--- src/rtl/inv_mix_column.sv ---
// ============================================================================
//  Module   : inv_mix_column
//  Function : Byte-serial AES InvMixColumns; one shared GF(2^8) multiplier.
//  Revision : 1.0 - initial release
// ============================================================================
`default_nettype none

module inv_mix_column (
   input  logic       clk,
   input  logic       rst,
   input  logic       en,
   input  logic [7:0] d_in,
   output logic [7:0] d0_out,
   output logic [7:0] d1_out,
   output logic [7:0] d2_out,
   output logic [7:0] d3_out,
   output logic       valid
);

   localparam logic [1:0] C_LAST = 2'd3;

   function automatic logic [7:0] xtime(input logic [7:0] b);
      return {b[6:0], 1'b0} ^ (b[7] ? 8'h1b : 8'h00);
   endfunction

   logic [1:0]       k_q, k_d;
   logic [3:0][7:0]  acc_q, acc_d;
   logic [3:0][7:0]  dout_q, dout_d;
   logic             valid_q, valid_d;

   logic [7:0]       w_x2, w_x4, w_x8;
   logic [3:0][7:0]  w_prod;
   logic [3:0][7:0]  w_term;

   assign w_x2 = xtime(d_in);
   assign w_x4 = xtime(w_x2);
   assign w_x8 = xtime(w_x4);

   // Indexed by (k - row) mod 4: coefficients 0e, 0b, 0d, 09.
   assign w_prod[0] = w_x8 ^ w_x4 ^ w_x2;
   assign w_prod[1] = w_x8 ^ w_x2 ^ d_in;
   assign w_prod[2] = w_x8 ^ w_x4 ^ d_in;
   assign w_prod[3] = w_x8 ^ d_in;

   for (genvar i = 0; i < 4; i++) begin : g_row
      logic [1:0] w_idx;
      assign w_idx     = k_q - 2'(i);
      assign w_term[i] = w_prod[w_idx];
   end

   always_comb begin
      k_d     = k_q;
      acc_d   = acc_q;
      dout_d  = dout_q;
      valid_d = 1'b0;
      if (en) begin
         if (k_q == C_LAST) begin
            dout_d  = acc_q ^ w_term;
            acc_d   = '0;
            k_d     = 2'd0;
            valid_d = 1'b1;
         end else begin
            acc_d = acc_q ^ w_term;
            k_d   = k_q + 2'd1;
         end
      end
   end

   always_ff @(posedge clk) begin
      if (rst) begin
         k_q     <= 2'd0;
         acc_q   <= '0;
         dout_q  <= '0;
         valid_q <= 1'b0;
      end else begin
         k_q     <= k_d;
         acc_q   <= acc_d;
         dout_q  <= dout_d;
         valid_q <= valid_d;
      end
   end

   assign d0_out = dout_q[0];
   assign d1_out = dout_q[1];
   assign d2_out = dout_q[2];
   assign d3_out = dout_q[3];
   assign valid  = valid_q;

endmodule

`default_nettype wire

--- config.mk ---
export PLATFORM = sky130hd
export DESIGN_NAME = inv_mix_column
export DESIGN_NICKNAME = d
export VERILOG_FILES = /design/src/rtl/inv_mix_column.sv
export SDC_FILE = /design/constraint.sdc
export NUM_CORES = 1
export LEC_CHECK = 0
export CAP_MARGIN = 20
export CORE_MARGIN = 2
export CORE_UTILIZATION = 55
export CTS_CLUSTER_SIZE = 8
export DETAILED_ROUTE_END_ITERATION = 7
export PLACE_DENSITY = 0.76
export SYNTH_ARGS = -nofsm -noshare
export SYNTH_HDL_FRONTEND = slang
export SYNTH_SLANG_ARGS = --single-unit
--- constraint.sdc ---
create_clock -name clk -period 3.1 [get_ports clk]
set_input_delay 0.465 -clock clk [delete_from_list [all_inputs] [get_ports clk]]
set_output_delay 0.465 -clock clk [all_outputs]
set_load 0.02 [all_outputs]
==> impl_metrics.tcl, run 1 <==
set metrics [dict create \
    outcome "finished, final reports clean" \
    post_drt_wl_per_cell_um 15.94 \
    highest_layer "met4" \
    power.density_nw_per_um2 527.5 \
    p_seq_share_pct 36.3 \
    synth_warnings 0 \
    p_sw_share_pct 35.47 \
    crit_arrival_ps 3080 \
    syn_avg_cell_area_um2 8.422 \
    die_h_um 97.02 \
    gp_congestion 0.9219 \
    cts_tree "done" \
    rows 33 \
    htreeDepth 3 \
    num_vias 4203 \
    path_class "reg -> reg" \
    fmax_mhz 357.8 \
    leakage_nw 1.939 \
    synth-main-ff-cell "dfxtp_1" \
    port_buffers 43 \
    core-area_um2 8299 \
    endpoint_kind "flip-flop" \
    net-switching-power_mw 1.014 \
    cp_data_required_time_ps 3390 \
    setup_slack_ps 305.0 \
    synth_cell_type_count 67 \
    dr_wl_met2_um 5259 \
    netlist_instances 565 \
    pwr-share-comb_pct 34.9 \
    clk_path_buf_depth 2 \
    die_width_um 97.02 \
    ys_async_sr_fraction_pct 0 \
    postRouteAntennaNets 0 \
    grt_usage_pct 23.46 \
    syn_area_um2 4758 \
    syn2layout_area_growth_pct 13.88 \
    min_period_over_period_pct 90.16 \
    ys_ff_latch 67 \
    drive_gt1_share_pct 8.938 \
    skew_ps 10.77 \
    viasPerCell 6.021 \
    worstMarginPinSlew_ps 749.8 \
    placed_cells 682 \
    wl_met3_um 495 \
    cts_buffers 9 \
    setup_tns_ps 0 \
    maxCapViolCount 0 \
    clk_latency_ps 350 \
    cts.reportedPaths.clkPinSlew_ps 80 \
    place_area_um2 5195 \
    dp_slack_ps 141.7 \
    slew_viol_final 0 \
    grt_pass1_wl_um 18490 \
    finalInstanceArea_um2 5419 \
    rsz0062_at_grt "no" \
    post_cts_buffers 0 \
    dp_hpwl_um 7791 \
    dr.first_iter.drc_count 234 \
    hold_slack_ps 491.8 \
    diodes 0 \
    antenna_found_initial 0 \
    max_slew_margin_pct 50.01 \
    grt_max_degree 48 \
    synth_fp_nets 577 \
    vdd_ir_drop_max_v 0.0002628 \
    drc_errors 0 \
    synth-edff-count 0 \
    first_pass_iters 6 \
    hold_path_class "reg -> reg" \
    root_buffer "clkbuf_8" \
    path_max_fanout 47 \
    grt_overflow 0 \
    start_util_pct 57.33 \
    min_period_ps 2795 \
    setup_viol 0 \
    seq_area_frac_synth_pct 28.19 \
    finalNonFillerCells 698 \
    clock-sinks 67 \
    p_int_mw 1.845 \
    holdBufCountCts 0 \
    clkPwrFrac_pct 28.8 \
    grt_pass1_vias 3962 \
    r2r_setup_slack_ps 310 \
    routed_wl_um 11130 \
    post_cts_resize_count 0 \
    die_area_um2 9412 \
    fin_nets 600 \
    cp-start-kind "flip-flop" \
    wl_met1_um 5046 \
    hold_violations 0 \
    ios 44 \
]
-- worst max-delay path: stages (launching register included) --
cell	delay (ps)
dfxtp_1	340
buf_4	410
clkinv_1	580
nor2_1	430
a222oi_1	190
xnor2_1	240
or3_1	360
a31oi_1	160
-- metal layers --
metal  vias up  GRT usage (%)
li1       2073              -
met1      1990          30.19
met2       117          39.05
met3        23          3.396
met4         0          10.29
met5         -              0
-- Yosys cell counts, drive strengths merged, types with 18 or more instances --
master	instances	share of area (%)
a21oi	29	3.2
a31oi	27	3.5
clkbuf	29	3.2
dfxtp	67	28
mux2i	18	3.8
nand2	21	1.7
nand2b	30	3.9
nand3b	31	4.9
nor2	46	3.6
o21ai	33	3.6
or3	21	2.8
xnor2	35	7.6
xor2	31	6.1
-- layout by cell type (no fill, tap or decap), types with 27 or more instances in the layout --
cell type	instances
clkdlybuf4s50_1	42
nand2b_1	30
o21ai_0	29
nand3b_1	31
xnor2_1	29
a31oi_1	27
dfxtp_1	67
xor2_1	30
nor2_1	46
a21oi_1	27
-- power groups by stage --
stage	logic [mW]	registers [mW]	clock network [mW]
global route	1.10	1.05	0.862
finish	0.997	1.04	0.824
floorplan	0.784	1.05	0
detailed placement	0.985	1.06	0
global placement	0.953	1.05	0
CTS	0.992	1.04	0.832
-- stage by stage --
stage          power [mW]  util (%)
2_1_floorplan       1.831         -
3_3_place_gp        1.998     62.60
4_1_cts             2.860     65.29
5_1_grt             3.014     65.29
6_report            2.858     65.29
3_5_place_dp        2.040     62.60
-- final timing paths --
path                   from   endpoint  cells past startpoint
setup / recovery     k_q[0]  acc_q[15]                      7
hold / removal    d0_out[0]  d0_out[0]                      2
setup reg to reg     k_q[0]  acc_q[15]                      7
hold reg to reg   d0_out[0]  d0_out[0]                      2
-- sequential cells by signal, summed over array words and instances, names as in the netlist --
signal / flops
d1_out: 8
k_q: 2
d3_out: 8
valid: 1
d0_out: 8
d2_out: 8
acc_q: 32
-- cell families after synthesis --
kind of cell               after synthesis  synth area share, %
and+or+nand+nor                        199                23.64
AOI/OAI and AO/OA                      146                20.17
xor gates and xnor gates                71                16.22
DFF                                     67                28.19
buffers and inverters                   60                7.021
muxes                                   21                4.496
adders and majority gates                1               0.2629
-- layout make-up --
cell class	count	area (um2)
Clock buffer	9	123.9
Clock inverter	7	100.1
Fill cell	673	2880
Inverter	11	41.29
Multi-Input combinational cell	438	3083
Sequential cell	67	1341
Tap cell	105	131.4
Timing Repair Buffer	61	598.1
Note: power is estimated with default switching activity, not from simulation.
==> inputs of run 2 (changes only) <==
--- a/config.mk
+++ b/config.mk
@@ -11,6 +11,7 @@
 export CTS_CLUSTER_SIZE = 8
 export DETAILED_ROUTE_END_ITERATION = 7
 export PLACE_DENSITY = 0.76
+export SLEW_MARGIN = 10
 export SYNTH_ARGS = -nofsm -noshare
 export SYNTH_HDL_FRONTEND = slang
 export SYNTH_SLANG_ARGS = --single-unit
==> results of run 2 <==
The final DEF is identical to that of run 1; final timing and power are the same.
==> inputs of run 3 (changes only) <==
--- a/config.mk
+++ b/config.mk
@@ -6,6 +6,7 @@
 export NUM_CORES = 1
 export LEC_CHECK = 0
 export CAP_MARGIN = 20
+export CORE_ASPECT_RATIO = 0.6
 export CORE_MARGIN = 2
 export CORE_UTILIZATION = 55
 export CTS_CLUSTER_SIZE = 8
==> run 3 against run 2 <==
Effect of this change:
- clock skew fell by 6.0 ps
- cell count rose by 1.4%
- non-clock buffer count rose by 3
- utilization fell by 0.24 points
- hold slack improved by 4.3 ps
- clock-buffer cell count did not move
- sequential share of layout area fell by 0.38 points
- power rose by 8.0%
- first-iteration DRC count rose by 75%
- highest routed layer unchanged
==> impl_metrics.tcl, run 3 (synthesis gave the netlist of run 1 again) <==
set metrics [dict create \
    die_width_um 124.1 \
    fin_nets 603 \
    rows 26 \
    holdBufCountCts 0 \
    routed_wl_um 11780 \
    die_h_um 76.05 \
    largest-register "acc_q" \
    fmax_mhz 376.0 \
    cts_tree "done" \
    hold_violations 0 \
    crit_arrival_ps 2880 \
    clock-sinks 67 \
    leakage_nw 1.973 \
    max_slew_margin_pct 48.65 \
    vdd_ir_drop_max_v 0.0003302 \
    clk_path_buf_depth 2 \
    grt_max_degree 47 \
    worstMarginPinSlew_ps 770.3 \
    first_pass_iters 5 \
    final_common_cell "dfxtp_1" \
    setup_viol 0 \
    setup_tns_ps 0 \
    grt_pass1_wl_um 19300 \
    worstRegToRegCells 7 \
    start_util_pct 56.26 \
    antenna_found_initial 0 \
    post_cts_resize_count 0 \
    grt_usage_pct 26.07 \
    cp-start-kind "input port" \
    drc_errors 0 \
    htreeDepth 3 \
    rsz0062_at_grt "no" \
    post_drt_wl_per_cell_um 16.64 \
    power.density_nw_per_um2 561.0 \
    fin_util_pct 65.06 \
    core-area_um2 8458 \
    diodes 0 \
    die_area_um2 9436 \
    hold_path_class "reg -> reg" \
    path_max_fanout 6 \
    num_vias 4247 \
    ios 44 \
    min_period_ps 2660 \
    outcome "finished, final reports clean" \
    port_buffers 43 \
    maxCapViolCount 0 \
    postRouteAntennaNets 0 \
    root_buffer "clkbuf_16" \
    min_delay_path_depth 2 \
    gp_congestion 0.9145 \
    endpoint_kind "flip-flop" \
    cts.reportedPaths.clkPinSlew_ps 60 \
    skew_ps 4.797 \
    largest_register_ffs 32 \
    dp_hpwl_um 8205 \
    path_class "in -> reg" \
    viasPerCell 5.999 \
    min_period_over_period_pct 85.79 \
    cp_data_required_time_ps 3320 \
    mostFrequentLayoutCells "dfxtp_1, nor2_1, clkdlybuf4s50_1, nand3b_1" \
    syn2layout_area_growth_pct 15.65 \
    grt_overflow 0 \
    dr.first_iter.drc_count 409 \
    slew_viol_final 0 \
    post_cts_buffers 0 \
    grt_pass1_vias 3897 \
    cts_buffers 9 \
    clk_latency_ps 340 \
    drive_gt1_share_pct 9.396 \
]
[run 3: cell types whose count changed in the layout (fill, tap and decap cells not counted), sizes merged]
cell      delta
buf          +3
clkinvlp     +2
bufinv       -1
clkinv       -1
[run 3: layout make-up]
cell class	instances	area, um2
Inverter	11	41.29
Multi-Input combinational cell	438	3083
Clock inverter	7	76.32
Fill cell	710	2955
Timing Repair Buffer	64	595.6
Clock buffer	9	225.2
Tap cell	112	140.1
Sequential cell	67	1341
[run 3: per-layer routing]
metal	vias to the layer above	track usage (%)	routed length, um
li1	2079	-	-
met1	2015	35.95	5565
met2	135	39.02	5361
met3	18	7.635	686
met4	0	8.539	170
met5	-	0	0
[run 3: worst max-delay path, stage by stage]
cell and delay, ps:
clkdlybuf4s50_1 550, xnor2_2 390, xor3_1 390, and2_1 180
o21ai_0 380, a2111oi_0 200, a311o_1 310
[run 3: power by group]
group | internal [mW] | switching, mW | total [mW] | leakage, nW
Combinational | 0.437 | 0.570 | 1.01 | 1.28
Sequential | 0.951 | 0.0899 | 1.04 | 0.547
Clock | 0.626 | 0.412 | 1.04 | 0.142
[run 3: worst paths after layout]
| check | start | end | slack [ps] |
|---|---|---|---|
| worst min-delay path | d0_out[0] | d0_out[0] | 500 |
| worst max-delay path | d_in[6] | d1_out[3] | 440 |
| worst min register to register | d0_out[0] | d0_out[0] | 500 |
| worst max register to register | k_q[0] | acc_q[15] | 600 |
[run 3: metrics by stage]
stage / area, um2 / power (mW) / std cells / hold WS (ps) / setup slack [ps]
finish: 5503 / 3.087 / 708 / 496.0 / 440.5
global route: 5503 / 3.259 / 708 / 528.6 / 357.6
CTS: 5503 / 3.088 / 708 / 494.0 / 469.4
detailed placement: 5201 / 2.044 / 692 / 478.7 / 141.1
global placement: 5201 / 2.005 / 692 / 473.1 / 263.5
floorplan: 4758 / 1.831 / 565 / 480.8 / 836.4
